[src/rtl/signed_sort_ctrl_pkg.sv]
// Package: signed_sort_ctrl_pkg
// Purpose: shared types and defaults for the signed sort controller.
//   state_e  - FSM encoding (LOAD=0, SORT=1, DRAIN=2; code 3 is illegal)
//   DefW     - default sample width
//   DefN     - default samples per batch
package signed_sort_ctrl_pkg;

  localparam int unsigned DefW = 4;
  localparam int unsigned DefN = 4;

  typedef enum logic [1:0] {
    StLoad  = 2'd0,
    StSort  = 2'd1,
    StDrain = 2'd2
  } state_e;

endpackage

[src/rtl/signed_sort_ctrl_lt.sv]
// Module: signed_lt
// Purpose: combinational two's complement less-than comparator.
// Ports:
//   i_a  in   W  left operand
//   i_b  in   W  right operand
//   o_lt out  1  high when signed(i_a) < signed(i_b)
module signed_lt #(
  parameter int unsigned W = 4
) (
  input  logic [W-1:0] i_a,
  input  logic [W-1:0] i_b,
  output logic         o_lt
);

  assign o_lt = $signed(i_a) < $signed(i_b);

endmodule

[src/rtl/signed_sort_ctrl.sv]
// Module: signed_sort_ctrl
// Purpose: collects N signed samples, bubble-sorts them in place ascending using one shared
//   comparator (one compare-and-swap per cycle), then streams them out smallest first.
// Ports:
//   i_clk       in   1  rising-edge clock
//   i_reset     in   1  synchronous active-high reset
//   i_in_valid  in   1  input sample valid
//   o_in_ready  out  1  block accepts a sample (LOAD)
//   i_in_data   in   W  signed input sample
//   o_out_valid out  1  output sample valid (DRAIN)
//   i_out_ready in   1  downstream accepts output sample
//   o_out_data  out  W  sorted sample, smallest first
//   o_busy      out  1  high while sorting
module signed_sort_ctrl
  import signed_sort_ctrl_pkg::*;
#(
  parameter int unsigned W = DefW,
  parameter int unsigned N = DefN
) (
  input  logic         i_clk,
  input  logic         i_reset,
  input  logic         i_in_valid,
  output logic         o_in_ready,
  input  logic [W-1:0] i_in_data,
  output logic         o_out_valid,
  input  logic         i_out_ready,
  output logic [W-1:0] o_out_data,
  output logic         o_busy
);

  localparam int unsigned IdxW = $clog2(N);
  localparam int unsigned CntW = IdxW + 1;

  state_e          r_state;
  state_e          w_state_d;
  logic [W-1:0]    r_mem [N];
  logic [CntW-1:0] r_ld_cnt;
  logic [CntW-1:0] r_idx;
  logic [CntW-1:0] r_pass;
  logic [CntW-1:0] r_rd_cnt;
  logic            r_swap;

  logic            w_in_fire;
  logic            w_out_fire;
  logic [IdxW-1:0] w_ia;
  logic [IdxW-1:0] w_ib;
  logic [W-1:0]    w_a;
  logic [W-1:0]    w_b;
  logic            w_lt;
  logic            w_last_ld;
  logic            w_pass_end;
  logic            w_sort_done;
  logic            w_last_rd;

  assign w_in_fire  = i_in_valid & o_in_ready;
  assign w_out_fire = o_out_valid & i_out_ready;

  // Adjacent pair under comparison this cycle.
  assign w_ia = r_idx[IdxW-1:0];
  assign w_ib = w_ia + IdxW'(1);
  assign w_a  = r_mem[w_ia];
  assign w_b  = r_mem[w_ib];

  // lt = b < a: swap only on strict inversion, so equal values keep their order.
  signed_lt #(
    .W (W)
  ) u_lt (
    .i_a  (w_b),
    .i_b  (w_a),
    .o_lt (w_lt)
  );

  assign w_last_ld  = (r_ld_cnt == CntW'(N - 1));
  assign w_pass_end = (r_idx == CntW'(N - 2));
  // A pass with no swap (including the current compare) means the array is sorted;
  // pass N-2 is the last one bubble sort can ever need.
  assign w_sort_done = w_pass_end && ((!r_swap && !w_lt) || (r_pass == CntW'(N - 2)));
  assign w_last_rd  = (r_rd_cnt == CntW'(N - 1));

  // State register
  always_ff @(posedge i_clk) begin
    if (i_reset) begin
      r_state <= StLoad;
    end else begin
      r_state <= w_state_d;
    end
  end

  // Next-state logic; the illegal code falls to the default and recovers to LOAD.
  always_comb begin
    w_state_d = r_state;
    case (r_state)
      StLoad:  if (w_in_fire && w_last_ld) w_state_d = StSort;
      StSort:  if (w_sort_done) w_state_d = StDrain;
      StDrain: if (w_out_fire && w_last_rd) w_state_d = StLoad;
      default: w_state_d = StLoad;
    endcase
  end

  // Outputs decode registered state only.
  always_comb begin
    o_in_ready  = (r_state == StLoad);
    o_out_valid = (r_state == StDrain);
    o_busy      = (r_state == StSort);
    o_out_data  = r_mem[r_rd_cnt[IdxW-1:0]];
  end

  // Datapath: counters, swap flag and sample storage.
  always_ff @(posedge i_clk) begin
    if (i_reset) begin
      r_ld_cnt <= '0;
      r_idx    <= '0;
      r_pass   <= '0;
      r_rd_cnt <= '0;
      r_swap   <= 1'b0;
      for (int k = 0; k < N; k++) begin
        r_mem[k] <= '0;
      end
    end else begin
      case (r_state)
        StLoad: begin
          if (w_in_fire) begin
            r_mem[r_ld_cnt[IdxW-1:0]] <= i_in_data;
            if (w_last_ld) begin
              r_ld_cnt <= '0;
              r_idx    <= '0;
              r_pass   <= '0;
              r_swap   <= 1'b0;
            end else begin
              r_ld_cnt <= r_ld_cnt + CntW'(1);
            end
          end
        end
        StSort: begin
          if (w_lt) begin
            r_mem[w_ia] <= w_b;
            r_mem[w_ib] <= w_a;
            r_swap      <= 1'b1;
          end
          if (!w_pass_end) begin
            r_idx <= r_idx + CntW'(1);
          end else begin
            r_pass <= r_pass + CntW'(1);
            if (w_sort_done) begin
              r_rd_cnt <= '0;
            end else begin
              // Overrides the swap set above: a new pass starts with a clean flag.
              r_idx  <= '0;
              r_swap <= 1'b0;
            end
          end
        end
        StDrain: begin
          if (w_out_fire) begin
            r_rd_cnt <= r_rd_cnt + CntW'(1);
          end
        end
        default: ;
      endcase
    end
  end

endmodule

[config.mk]
export PLATFORM = sky130hd
export DESIGN_NAME = signed_sort_ctrl
export DESIGN_NICKNAME = d
export VERILOG_FILES = /design/src/rtl/signed_sort_ctrl_pkg.sv /design/src/rtl/signed_sort_ctrl_lt.sv /design/src/rtl/signed_sort_ctrl.sv
export SDC_FILE = /design/constraint.sdc
export NUM_CORES = 1
export LEC_CHECK = 0
export ABC_AREA = 1
export CAP_MARGIN = 20
export CORE_ASPECT_RATIO = 0.7
export CORE_MARGIN = 3
export CORE_UTILIZATION = 55
export CTS_CLUSTER_DIAMETER = 40
export CTS_CLUSTER_SIZE = 12
export DETAILED_ROUTE_END_ITERATION = 10
export GPL_ROUTABILITY_DRIVEN = 0
export GPL_TIMING_DRIVEN = 0
export HOLD_SLACK_MARGIN = 0.02
export PLACE_DENSITY = 0.81
export SLEW_MARGIN = 25
export SYNTH_ARGS = -nofsm -noshare
export SYNTH_HDL_FRONTEND = slang
export SYNTH_HIERARCHICAL = 1
export SYNTH_SLANG_ARGS = --single-unit
[constraint.sdc]
create_clock -name i_clk -period 5.9 [get_ports i_clk]
set_input_delay 1.18 -clock i_clk [delete_from_list [all_inputs] [get_ports i_clk]]
set_output_delay 1.18 -clock i_clk [all_outputs]
set_load 0.005 [all_outputs]
After elaboration in Yosys (flattened, before gate mapping)
Memories as Yosys holds them, arrays and structs flattened. A register that Yosys moved wholly into a read port is not among the register bits.
Cells that the tools add are included.
- output and inout port bits: 7
- flip-flop bits (word level): 15
- bits of input ports: 8
- memory bits (writable): 16
- logic and storage cells: 93
- memories: 1
- memories (memory ; depth ; width ; read ports ; clocked after Yosys merged registers in ; wr ports ; RTL line ; source):
    r_mem ; 4 ; 4 ; 3 ; 2 ; 4 ; signed_sort_ctrl.sv:36 ; logic [W-1:0] r_mem [N];
- magnitude comparators: 1
- reduce and logical (&&, ||, !) cells: 19
- $add $sub $neg: 5
- bitwise operators: 2
- equal/unequal tests: 14
- multiplexer cells: 45
- operators with widths (cell ; count):
    2-to-1 mux 3 bit ; 9
    2-to-1 mux 2 bit ; 10
    2-to-1 mux 1 bit ; 18
    one-hot mux 3 bit (2 select lines) ; 3
    != test 2 x 1 -> 1 bit (second input constant) ; 7
    adder 3 x 1 -> 3 bit (second input constant) ; 4
    == test 3 x 2 -> 1 bit (second input constant) ; 4
    2-to-1 mux 4 bit ; 3
    AND reduction 4 bit ; 3
    OR reduction 4 bit ; 3
    one-hot mux 2 bit (3 select lines) ; 1
    AND reduction 3 bit ; 2
    logical AND 1 bit ; 4
    less-than comparator 4 bit ; 1
    nonzero test 2 bit ; 2
    != test 3 bit (second input constant) ; 1
    adder 2 x 1 -> 2 bit (second input constant) ; 1
    AND 1 bit ; 2
    == test 2 x 1 -> 1 bit (second input constant) ; 1
    == test 2 bit (second input constant) ; 1
    logical NOT 1 bit ; 2
    logical NOT 2 bit ; 1
    one-hot mux 1 bit (2 select lines) ; 1
    AND reduction 2 bit ; 1
    logical OR 1 bit ; 1

Depth between registers and ports, before layout
An unclocked memory read counts as a cell.
- depth after elaboration: 12
- gate-level depth with buffers: 22
- mapped depth without buffers: 20

By module
Netlist, hierarchy kept.
- modules (own cells, without submodules) (module ; seq. area each (µm²) ; times used ; cells each ; area an instance (µm²)):
    signed_sort_ctrl ; 860.8 ; 1 ; 317 ; 2212.1
    signed_lt ; 0.0 ; 1 ; 17 ; 96.3

Least setup slack after synthesis
No wires, ideal clock.
- path type: flip-flop to flip-flop
- start: register r_idx[0]
- end: memory r_mem[1][0] (enable)
- stages on the path, launching flop included: 22
- arrival time: 2775 ps
- path slack: 2817 ps
- cells stage by stage: dfxtp_1 buf_2 inv_1 buf_2 ha_1 inv_1 nand3_1 and2_1 ha_1 nand2_1 nand2_1 nand2_1 nand2_1 nand2_1 inv_1 nor2_1 nand3_2 nand2_2 inv_1 nor2_4 nor2_1 nand2_1
- RTL lines (element ; RTL line ; source):
    start, declared ; signed_sort_ctrl.sv:38 ; logic [CntW-1:0] r_idx;
    start signal, assigned ; signed_sort_ctrl.sv:141 ; r_idx <= r_idx + CntW'(1);
    end, declared ; signed_sort_ctrl.sv:36 ;

==> flow_summary_export.csv <==
group,metric,value,unit
yosys,synthCells,334,
yosys,synth_fp_nets,355,
yosys,netlist_top_cells_area,"edfxtp_1 (21%), nand2_1 (19%), dfxtp_1 (16%)",
grt,grt_usage,0.2415,
yosys,synth.top_cells.by_count,"nand2_1 (114), nand3_1 (43), inv_1 (36), nor2_1 (25)",
yosys,synth_simple_gate_area_frac,0.3973,
grt,grt_pass1_wl,9.404,mm
yosys,synth.avg_cell_area,6.912,um^2
timing,setup_tns,0,ps
cts,cts_tree,"yes",
timing,finalCritPeriodShare,0.6254,
job,maxCapViolCount,0,
power_and_ir_drop,ir_worst_vdd,191.8,uV
cts,cts_buffer_depth,2,
critical_path,critPathCaptureType,"register",
timing,finalCriticalPeriod,3690,ps
hold_path,min_to,"r_swap",
yosys,synth_compound_area_frac,0.08076,
yosys,yosys_warnings,6,
yosys,synth-seq-cells,35,
final_layout,area_growth,12.52,%
cts,cts-root-buf,"clkbuf_8",
critical_path,crit_fanout,11,
status,status,"complete, no violations",
route,detail-route-antenna-nets,0,
placement,portBuffers,14,
critical_path,rr_endpoint,"r_mem[1][3]",
final_layout,diodes,0,
timing,skew,6.928,ps
route,drt-pass1-iter-count,6,
critical_path,crit_type,"reg2reg",
cts,hold_buffers,0,
yosys,synth.largest_area_cell,"edfxtp_1",
hold_path,hold_depth,2,
yosys,synth_top_family_by_area,"simple AND/OR/NAND/NOR gates",
yosys,yosysUniqueCellTypes,24,
cts,cts_sinks,35,
cts,cts_made_buffers,5,
power_and_ir_drop,power_density,206.7,nW/um^2
yosys,syn_area,2308,um^2
placement,dp_hpwl,4.556,mm
grt,grt_max_degree,12,
final_layout,drive_gt1_frac,0.08146,
grt,grt-ovfl-total,0,
grt,grt_antenna_before_repair,0,
hold_path,min_path_type,"reg2reg",
yosys,synth_fa_ha_area_frac,0.07046,
cts,postCtsResizedCells,0,
die,core-area,3970,um^2
route,vias,2217,
yosys,synth_xor_area_frac,0.003794,
yosys,synth_ff_type,"dfxtp_1",
yosys,synth-edff-count,16,
die,start_util,0.5815,
grt,grt_pass1_vias,1952,
critical_path,timing.rr.start,"r_idx[0]",
timing,rsz0062_at_grt,"false",
timing,holdWs,477.1,ps
hold_path,min-delay-start,"r_swap",
die,io_pins,15,
cts,clk-insertion-delay-late,290,ps
route,drt_iter0_markers,329,
die,fp-row-count,19,
cts,path_clk_slew,70,ps
critical_path,r2r_cells,21,
timing,worst_pin_slew,478.1,ps
yosys,synth_mux_area_frac,0,
timing,drv_slew,0,
route,drt_wl_total,5.727,mm
critical_path,timing.reg2reg.setup_slack,2210,ps
yosys,synth_top_area_share,0.2081,
yosys,yosysMostFrequentCell,"nand2_1",
yosys,synth_seq_area_share,0.3729,
timing,maxSlewHeadroom,0.6812,
final_layout,final.fill_count,357,
final_layout,fin_cells,408,
die,fp.dieH,60.21,um
die,die_w,83.44,um
critical_path,arrival,3680,ps
timing,hold_violations,0,
cts,htree_levels,2,
power_and_ir_drop,leakagePower,1.167,nW
final_layout,finalNetCount,376,
yosys,async_reset_ff_frac,0,
timing,fmax,0.2710,GHz
timing,setup-violations-final,0,
route,via_per_inst,5.434,
placement,dp_cells,400,
critical_path,cp.required,5890,ps
route,avgRoutedWirePerCell,14.04,um
critical_path,startpoint_type,"register",
route,route.detailed.drc,0,
cts,post_cts_buffers,0,
die,die_area,5023,um^2
final_layout,fin_util,0.6543,
cell families after synthesis:
group | after synthesis
and+or+nand+nor | 205
buffers and inverters | 45
AOI/OAI and AO/OA | 35
DFF | 35
adders and majority gates | 13
xor gates and xnor gates | 1
where the power goes:
group	internal [mW]	total [mW]	switching (mW)	leakage [nW]
Sequential	0.265	0.276	0.0102	0.320
Combinational	0.0313	0.0893	0.0580	0.801
Clock	0.0828	0.172	0.0893	0.0455
Total	0.379	0.537	0.158	1.17
how the worst max path moves through the flow:
stage | end | from | slack, ps
floorplan | r_mem[1][0] | r_idx[0] | 2820
global placement | r_mem[1][0] | r_idx[0] | 2400
detailed placement | r_mem[1][0] | r_idx[0] | 2270
CTS | r_mem[1][3] | r_idx[0] | 2260
global route | r_mem[2][0] | r_idx[0] | 2000
finish | r_mem[1][3] | r_idx[0] | 2210
cell type report:
cell class	count	area [um^2]	area share
tap	52	65.06	0.02505
inverter	40	150.1	0.05780
sequential	35	860.8	0.3314
timing repair buffer	14	140.1	0.05395
clock buffer	6	72.57	0.02794
clock inverter	2	11.26	0.004335
multi-input combinational	254	1275	0.4908
buffer	5	22.52	0.008671
cell usage in the layout (no fill, tap or decap):
master and count:
a21oi_1 9, and2_1 4, buf_2 3, clkbuf_1 3
clkbuf_8 5, clkdlybuf4s50_1 14, clkinv_2 1, dfxtp_1 19
edfxtp_1 16, ha_1 13, inv_1 36, inv_2 4
inv_4 1, nand2_1 114, nand2_2 4, nand3_1 43
nand3_2 3, nand3b_1 1, nand4_1 3, nor2_1 25
nor2_2 2, nor2_4 4, nor3_2 1, o211ai_1 2
o21ai_0 19, o22ai_1 5, or2_2 1, xnor2_1 1
worst max-delay path, cell delays in order (launching register included):
cell,delay [ps]
dfxtp_1,390
buf_2,240
inv_1,100
buf_2,210
ha_1,410
inv_1,150
nand3_1,130
and2_1,180
ha_1,280
nand2_1,70
nand2_1,50
nand2_1,50
nand2_1,40
nand2_1,100
inv_1,70
nor2_1,180
nand3_2,110
nand2_2,120
inv_1,90
nor2_4,160
nor2_1,70
nand2_1,170
routing by layer:
metal | part of all wire | vias up | GRT usage
li1 | - | 1135 | -
met1 | 0.47 | 960 | 0.3556
met2 | 0.40 | 111 | 0.3493
met3 | 0.11 | 11 | 0.06474
met4 | 0.012 | 0 | 0.06422
met5 | 0 | - | 0
metrics by stage:
stage                     worst slack (ps)  total power [mW]  area, um^2
final                                 2210            0.5369        2597
after detailed placement              2274            0.3680        2514
after global routing                  2004            0.5603        2597
after floorplan                       2817            0.3371        2308
after CTS                             2262            0.5365        2597
after global placement                2400            0.3644        2514
Note: power is estimated with default switching activity, not from simulation.
